<file path="config.mk">
export PLATFORM = sky130hd
export DESIGN_NAME = rtc_seconds_counter
export DESIGN_NICKNAME = d
export VERILOG_FILES = /design/src/rtl/rtc_seconds_counter.sv
export SDC_FILE = /design/constraint.sdc
export NUM_CORES = 1
export LEC_CHECK = 0
export BUFFER_PORTS_ARGS = -buffer_cell sky130_fd_sc_hd__buf_2
export CORE_ASPECT_RATIO = 0.5
export CORE_UTILIZATION = 51
export DETAILED_ROUTE_END_ITERATION = 7
export PLACE_DENSITY = 0.76
export SYNTH_ARGS = -nofsm -noshare
export SYNTH_HDL_FRONTEND = slang
export SYNTH_SLANG_ARGS = --single-unit
</file>
<file path="constraint.sdc">
create_clock -name clk -period 2.5 [get_ports clk]
set_clock_uncertainty 0.05 [all_clocks]
set_input_delay 0.5 -clock clk [delete_from_list [all_inputs] [get_ports clk]]
set_output_delay 0.5 -clock clk [all_outputs]
set_load 0.01 [all_outputs]
</file>
<file path="src/rtl/rtc_seconds_counter.sv">
// Pokemon Mini RTC seconds counter (0x2008-0x200B): clk_ce prescaler, CPU control
// register, and a host preload handshake that pulses validate_rtc once per preload.
module rtc_seconds_counter #(
    parameter int CE_PER_SECOND = 4000000
) (
    input  logic        clk,
    input  logic        reset,
    input  logic        clk_ce,
    input  logic        bus_write,
    input  logic [23:0] bus_address_in,
    input  logic [7:0]  bus_data_in,
    output logic [7:0]  bus_data_out,
    input  logic        rtc_load_valid,
    input  logic [23:0] rtc_load_seconds,
    output logic        rtc_load_ready,
    output logic        validate_rtc
);

    localparam int PW = $clog2(CE_PER_SECOND);
    localparam logic [PW-1:0] PRESCALE_MAX = PW'(CE_PER_SECOND - 1);

    localparam logic [23:0] ADDR_CTRL = 24'h002008;
    localparam logic [23:0] ADDR_SEC0 = 24'h002009;
    localparam logic [23:0] ADDR_SEC1 = 24'h00200A;
    localparam logic [23:0] ADDR_SEC2 = 24'h00200B;

    typedef enum logic [1:0] {
        IDLE,
        LOAD,
        VALIDATE
    } state_t;

    state_t        state;
    logic [23:0]   seconds;
    logic [23:0]   load_buf;
    logic [PW-1:0] prescaler;
    logic          run;
    logic          write_latch;

    logic ctrl_write;
    logic clear;
    logic load_commit;

    // The CPU strobe is latched on one clk_ce and committed on the next, with the
    // address/data still held on the bus at that second edge.
    assign ctrl_write  = clk_ce && write_latch && (bus_address_in == ADDR_CTRL);
    assign clear       = ctrl_write && bus_data_in[1];
    assign load_commit = clk_ce && (state == LOAD);

    // Control bits 7:2 carry no state.
    logic unused_data_bits;
    assign unused_data_bits = &{1'b0, bus_data_in[7:2]};

    // NOTE: sequential state uses non-blocking assignments so every register
    // samples pre-edge values regardless of statement order.
    always_ff @(posedge clk or posedge reset) begin
        if (reset) begin
            state          <= IDLE;
            seconds        <= '0;
            load_buf       <= '0;
            prescaler      <= '0;
            run            <= 1'b0;
            write_latch    <= 1'b0;
            rtc_load_ready <= 1'b1;
            validate_rtc   <= 1'b0;
        end else begin
            if (clk_ce) begin
                write_latch <= bus_write;
            end

            if (ctrl_write) begin
                run <= bus_data_in[0];
            end

            // Priority: preload commit, then CPU clear, then the prescaler tick.
            if (load_commit) begin
                seconds   <= load_buf;
                prescaler <= '0;
            end else if (clear) begin
                seconds   <= '0;
                prescaler <= '0;
            end else if (clk_ce && run) begin
                if (prescaler == PRESCALE_MAX) begin
                    prescaler <= '0;
                    seconds   <= seconds + 24'd1;
                end else begin
                    prescaler <= prescaler + 1'b1;
                end
            end

            case (state)
                IDLE: begin
                    // Handshake is accepted on any clk edge, not only clk_ce.
                    if (rtc_load_valid && rtc_load_ready) begin
                        load_buf       <= rtc_load_seconds;
                        rtc_load_ready <= 1'b0;
                        state          <= LOAD;
                    end
                end
                LOAD: begin
                    if (clk_ce) begin
                        validate_rtc <= 1'b1;
                        state        <= VALIDATE;
                    end
                end
                VALIDATE: begin
                    if (clk_ce) begin
                        validate_rtc   <= 1'b0;
                        rtc_load_ready <= 1'b1;
                        state          <= IDLE;
                    end
                end
                default: begin
                    validate_rtc   <= 1'b0;
                    rtc_load_ready <= 1'b1;
                    state          <= IDLE;
                end
            endcase
        end
    end

    // NOTE: the default assignment first keeps this block free of inferred latches.
    always_comb begin
        bus_data_out = 8'h00;
        case (bus_address_in)
            ADDR_CTRL: bus_data_out = {7'b0, run};
            ADDR_SEC0: bus_data_out = seconds[7:0];
            ADDR_SEC1: bus_data_out = seconds[15:8];
            ADDR_SEC2: bus_data_out = seconds[23:16];
            default:   bus_data_out = 8'h00;
        endcase
    end

endmodule

</file>
==> impl_results.md, run 1 <==
- Sequential power share: a little under half
- RSZ-0062 raised after global routing: false
- Peak supply drop: a little under 0.5 mV
- Hold Path Class: in2async
- Layout cells sized above 1: 28.11%
- Cells after Synth: 453
- Hold_buf cts: 0
- Detailed Place HPWL: 7284 um
- Boundary Pins: 71
- Number of synthesized register bits: 76
- Top delay family on crit path: simple AND/OR/NAND/NOR gates
- Status: completed
- CP Max Fanout: 12
- Setup TNS: 0 ns
- Critical R2R Launch: prescaler[0]
- Die Footprint: 0.008879 mm2
- Setup CP Type: in2out
- Largest net degree at the start of global routing: 77
- Post-Syn Area per Cell: 9.551 um2
- Worst Path Arrival: 1.69 ns
- DRC: 0
- Final Non-Filler Cells: between 600 and 700
- Initial antenna violation count: 0
- Max stage delay on crit path: 0.33 ns
- Switch Pwr: 1.042 mW
- DR WL/cell: roughly 17 um
- First drt pass iteration count: 5
- PostCTS Resize Cnt: 0
- Post-synth EDFFs: 0
- Worst rel slew slack: 64.21%
- Starting Density: 53.31%
- Most common cell after layout, fill and taps aside: dfrtp_1
- Number of global-route vias before repair: 3,708
- GRT Overall Usage: 26.27%
- Maximum clock rate: 446.7 MHz
- Mapped cell area: roughly 0.0043 mm2
- R2R cell count: 7
- Vias: 3,862
- Tmin final: 2.239 ns
- Crit start category: input pin
- Floorplan die height: 67.13 um
- Slew @ Worst Pin: 0.5369 ns
- Clock Root Buffer: clkbuf_16
- Sw Ratio: 26.63%
- Die width: between 100 and 150 um
- Final setup vio count: 0
- WP buf/inv: 2
- Rows: 23
- Vias per inst: 6.082
- Max-slew violation count: 0
- Maximum buffer depth of the clock tree: 2
- Dpl cells: 619
- CTS Sinks: 76
- DRT Wirelength: between 10,000 and 15,000 um
- ANT cells: 0
- Reg2Reg Setup Slack: 0.36 ns
- Period Utilization, post-route: 89.55%
- H-tree depth: 3
- Crit-path cells: buf_2 > nor4b_1 > nand4_1 > or2_4 > nor2b_1 > buf_2
- Syn. warnings: 0
- Max-Cap Viols: 0
- First-pass GRT wire length: 18,060 um
- Fill count: 700
- Clk slew on worst S/H paths: 0.06 ns
- Post-CTS Setup Inserts: 0
- Crit Reg-Reg Endpoint: seconds[12]
- First-iteration detailed-routing DRC count: 265
- Leak: 2.157 nW
- Seq/Total Area, Yosys: 43.98%
- RD Place Congestion: around 0.94
- Clk network pwr share: 37.4%
- Core Footprint: just over 0.008 mm2
- Pwr Density: 757.2 mW/mm2
- Mapped Nets: 516
- Most frequent cell on the critical path: buf_2
- Num CTS Buffers: 9
- Nets: just under 600
- CP max-delay cell: or2_4
- IO Port Bufs: 64
- CP required: 1.95 ns
- Distinct cells, synth: 54
- Area grow syn2layout: 19.38%
- Final Hold Viols: 0
- Antenna violation net count after detailed routing: 0
- Clock Latency Late Sink: 0.34 ns
- Internal power: 2.869 mW
- Total grt overflow: 0
- Main synth FF type: dfrtp_1
- Ys async rst share: 100.0%
- Comb power frac: 15.6%
- CP endpoint kind: primary output
- CTS tree: done
- Most frequent cells in the layout: dfrtp_1 (75), buf_2 (64), nand2_1 (53), mux2_2 (34), nor2_1 (32)
## worst reg2reg max path, cell delays in order (launching register included)
cell,delay [ns]
dfrtp_1,0.42
ha_1,0.27
and4_1,0.25
nand4_1,0.18
or2_0,0.32
buf_4,0.20
o21ai_0,0.08
a211oi_1,0.28
## synthesized netlist by cell type (8+ instances only)
| library cell | number | share of area, % |
|---|---|---|
| nor2_1 | 33 | 2.9 |
| mux2_2 | 34 | 8.8 |
| nand4_1 | 16 | 2.3 |
| nand3_1 | 20 | 2.3 |
| clkbuf_1 | 12 | 1.0 |
| dfrtp_1 | 75 | 43 |
| and4_1 | 10 | 2.0 |
| nor3_1 | 23 | 2.7 |
| buf_2 | 14 | 1.6 |
| and3_1 | 8 | 1.2 |
| o21ai_0 | 21 | 2.4 |
| nand2_1 | 53 | 4.6 |
| xor2_1 | 8 | 1.6 |
| xnor2_1 | 13 | 2.6 |
| a21oi_1 | 14 | 1.6 |
## routing by layer
metal  vias to the layer above  routed length, um  track usage, %
li1                       1812                  -               -
met1                      1920               4996           34.25
met2                       115               5000           44.91
met3                        15                552           6.306
met4                         0                105           7.040
met5                         -                  0               0
## area by class of cell
class	count	area (um2)	share of cell area (%)
tap	112	140.1	2.713
timing repair buffer	80	465.4	9.012
sequential	76	1903	36.85
clock inverter	5	100.1	1.938
clock buffer	11	232.7	4.506
multi-input combinational	346	2305	44.62
inverter	5	18.77	0.3634
## cells by family after synthesis
group                      share of synthesized area, %
AOI/OAI and AO/OA                                 12.70
xor gates and xnor gates                          4.251
adders and majority gates                        0.5783
buffers and inverters                             3.094
DFF                                               43.99
muxes                                             9.601
and+or+nand+nor                                   25.80
## metrics by stage
stage	total power [mW]	hold WS [ns]	instance area, um2	util, %	worst slack [ns]
after global routing	4.109	0.2304	5165	63.64	0.09513
after detailed placement	2.455	0.4214	4830	59.51	0.1459
after CTS	3.927	0.2139	5162	63.61	0.1347
final	3.911	0.1779	5165	63.64	0.2613
after floorplan	2.218	0.3893	4327	-	0.01333
after global placement	2.421	0.4086	4830	59.51	0.1942
## flip-flops by register name (all words and copies together) (netlist names)
register and flops:
load_buf 24, run 1, rtc_load_ready 1, prescaler 22, seconds 24, validate_rtc 1, state 2, write_latch 1
## power groups by stage
| stage | Clock [mW] | Sequential, mW | Combinational (mW) |
|---|---|---|---|
| after global placement | 0 | 1.83 | 0.592 |
| after CTS | 1.48 | 1.83 | 0.617 |
| final | 1.46 | 1.84 | 0.609 |
| after detailed placement | 0 | 1.85 | 0.610 |
| after floorplan | 0 | 1.74 | 0.473 |
| after global routing | 1.55 | 1.88 | 0.681 |
## worst max-delay path by stage
| stage | start | to | slack [ns] | cells past startpoint |
|---|---|---|---|---|
| after floorplan | reset | load_buf[0] | 0.01 | 1 |
| after global placement | bus_address_in[4] | bus_data_out[0] | 0.19 | 6 |
| after detailed placement | bus_address_in[4] | bus_data_out[0] | 0.15 | 6 |
| after CTS | bus_address_in[4] | bus_data_out[0] | 0.13 | 6 |
| after global routing | bus_address_in[18] | bus_data_out[7] | 0.1 | 6 |
| final | bus_address_in[4] | bus_data_out[0] | 0.26 | 6 |
Note: power is estimated with default switching activity, not from simulation.
==> run 2: changes to the inputs <==
Settings changed: ABC_AREA from default to 1, CORE_UTILIZATION 51 to 53, PLACE_DENSITY 0.76 to 0.77.
==> run 2 against run 1 <==
Final cell count grew 47%. Global-route usage grew 1.5 points. Critical path type unchanged. Non-clock buffer count grew 4. Largest power group unchanged. Highest routed layer unchanged. Via count grew 28%. Sequential cell count is the same.
==> impl_results.md, run 2 <==
- Setup CP Type: in2out
- Utilization after layout: 65.50%
- Fill count: 839
- Maximum clock rate: 417.9 MHz
- Hold_buf cts: 0
- Status: completed
- Most frequent cell on the critical path: nand2_1
- DRT Wirelength: 12,720 um
- Most frequent cells in the layout: nand2_1 (328), dfrtp_1 (75), buf_2 (64), nor2_1 (63), inv_1 (58)
- Tmin final: 2.393 ns
- CP max-delay cell: nor4_4
- Floorplan die height: 71.35 um
- Max-slew violation count: 0
- Adder-cell share of the synthesized area: 0.4909%
- Leak: about 3.1 nW
- Post-synthesis mux area share: 0%
- Hold Slack: between 0.05 and 0.06 ns
- Post-CTS Setup Inserts: 0
- Num CTS Buffers: 9
- Period Utilization, post-route: a little over nine tenths
- Largest regs: load_buf x24, seconds x24, prescaler x22
- Rows: 24
- Mapped Nets: between 800 and 900
- Crit-path cells: buf_2 > inv_1 > nand2_1 > nor2_1 > nand2_1 > buf_4 > nor4_4 > buf_6 > nand2_1 > o211ai_1 > buf_2
- XOR/XNOR share of the synthesized area: under 10%
- DR WL/cell: ~14 um
- Worst Slack Setup Final: around 0.11 ns
- CP endpoint kind: primary output
- First-pass GRT wire length: 21,970 um
- Pre-CTS setup slack: 0.07233 ns
- Max stage delay on crit path: 0.21 ns
- Main combinational cell family by area after synthesis: simple AND/OR/NAND/NOR gates
- IO Port Bufs: 64
- Top post-synthesis cells by area: dfrtp_1 (37%), nand2_1 (24%), nand3_1 (5.4%)
- Worst Path Arrival: approximately 1.8 ns
- Die Footprint: roughly 0.010 mm2
- Core Footprint: 0.009009 mm2
- Clock Latency Late Sink: between 0.3 and 0.4 ns
- CTS tree: done
- Layout cells sized above 1: 16.69%
- Mapped cell area: 0.005097 mm2
- Clock Root Buffer: clkbuf_16
- Seq/Total Area, Yosys: 37.33%
- Antenna violation net count after detailed routing: 0
- Post-synthesis simple-gate area fraction: 42.73%
- Total Power: 5.307 mW
- First-iteration detailed-routing DRC count: 331
- Number of global-route vias before repair: 4,654
- Peak supply drop: 0.7000 mV
- Post-synth EDFFs: 0
- Cell with the most instances after synthesis: nand2_1
- Crit Reg-Reg Endpoint: seconds[16]
- Detailed Place HPWL: between 9000 and 10,000 um
- Post-synth top cells: nand2_1 (329), dfrtp_1 (75), nor2_1 (63), inv_1 (61), nand3_1 (55)
- Clk slew on worst S/H paths: 0.06 ns
- Distinct cells, synth: 36
- Final Hold Viols: 0
- Critical R2R Launch: prescaler[0]
- Starting Density: 56.58%
- Max-Cap Viols: 0
- Boundary Pins: 71
- Crit start category: input pin
- Vias: 4,925
- Die width: roughly 140 um
- CP Max Fanout: 8
- Number of synthesized register bits: 76
- Vias per inst: between 5 and 6
- Nets: 873
- CTS Sinks: 76
- Total grt overflow: 0
- Initial antenna violation count: 0
- H-tree depth: 3
- Syn. warnings: 0
- DRC: 0
- ANT cells: 0
- Maximum buffer depth of the clock tree: 2
- Reg2Reg Setup Slack: about 0.53 ns
- CP required: 1.95 ns
- Main synth FF type: dfrtp_1
- First drt pass iteration count: 5
- Hold Path Class: in2async
- R2R cell count: 10
- Most common cell after layout, fill and taps aside: nand2_1
- Synth Area in Compound Gates: 6.946%
- RD Place Congestion: about 0.96
- RSZ-0062 raised after global routing: true
- Worst rel slew slack: 47.87%
- Cells after Synth: 745
- Slew @ Worst Pin: around 0.8 ns
- Area grow syn2layout: 15.76%
- Largest net degree at the start of global routing: 35
- Ys async rst share: 100.0%
- Post-Syn Area per Cell: slightly below 7 um2
- Yosys top cell by area: dfrtp_1
- Final setup vio count: 0
- GRT Overall Usage: ~28%
- Pwr Density: 899.4 mW/mm2
- Post-synth top area share: 36.82%
==> run 2: cell types whose count changed in the layout (fill, tap and decap cells not counted), sizes merged, moves of 12 or more <==
| cell | before | now |
|---|---|---|
| a21oi | 14 | 2 |
| mux2 | 34 | 0 |
| nor3 | 23 | 4 |
| nand3 | 20 | 66 |
| nand2 | 53 | 331 |
| xor2 | 8 | 21 |
| o2111ai | 0 | 24 |
| nor2 | 34 | 72 |
| inv | 5 | 67 |
| o21ai | 25 | 9 |
==> run 2: how the worst max path moves through the flow <==
| stage | from | to | slack [ns] | cells past startpoint |
|---|---|---|---|---|
| 3_5_place_dp | bus_address_in[4] | bus_data_out[7] | 0.07 | 9 |
| 4_1_cts | bus_address_in[4] | bus_data_out[7] | 0.07 | 9 |
| 3_3_place_gp | bus_address_in[4] | bus_data_out[1] | 0.09 | 9 |
| 6_report | bus_address_in[4] | bus_data_out[7] | 0.11 | 11 |
| 2_1_floorplan | reset | load_buf[0] | 0.01 | 1 |
| 5_1_grt | bus_address_in[6] | bus_data_out[2] | -0.01 | 11 |
==> run 2: where the power goes <==
group / leakage [nW] / internal [mW] / switching [mW]
clock: 0.160 / 0.910 / 0.536
combinational: 1.94 / 0.666 / 0.981
sequential: 1.00 / 1.70 / 0.512
==> run 2: critical path: cells and delay by family <==
kind	cells	cell delay, ns
simple gates	5	0.58
buf+inv	5	0.64
compound gates	1	0.11
==> run 2: timing repair <==
item                                    4_1_cts  5_1_grt
resized for setup                             0        4
hold endpoints to repair                      0        0
endpoints found under the setup margin        0        7
==> run 2: layout make-up <==
type	count	area (um2)	share of cell area, %
clock buffer	10	239.0	4.050
clock inverter	6	93.84	1.590
inverter	66	247.7	4.198
multi-input combinational	573	2784	47.18
sequential	76	1903	32.25
tap	117	146.4	2.481
timing repair buffer	84	486.7	8.249
==> run 2: per-layer routing <==
metal / wire length, um / vias to the layer above / share of wire, % / global-route usage [%]
li1: - / 2518 / - / -
met1: 6028 / 2244 / 47 / 36.75
met2: 5780 / 145 / 45 / 45.88
met3: 738 / 18 / 5.8 / 6.484
met4: 167 / 0 / 1.3 / 8.454
met5: 0 / - / 0 / 0
==> run 2: cell families after synthesis <==
kind of cell             Yosys count
AO/OA/AOI/OAI                     45
XOR/XNOR                          25
adder cells (fa/ha/maj)            2
buffers and inverters             96
flip-flops                        76
AND/OR/NAND/NOR                  501
==> run 2: through the flow <==
step                      TNS [ns]  area (um2)  instances
after floorplan                  0        5097        745
after global placement           0        5557        916
after detailed placement         0        5557        916
after CTS                        0        5889        932
after global routing      -0.01017        5901        932
final                            0        5901        932
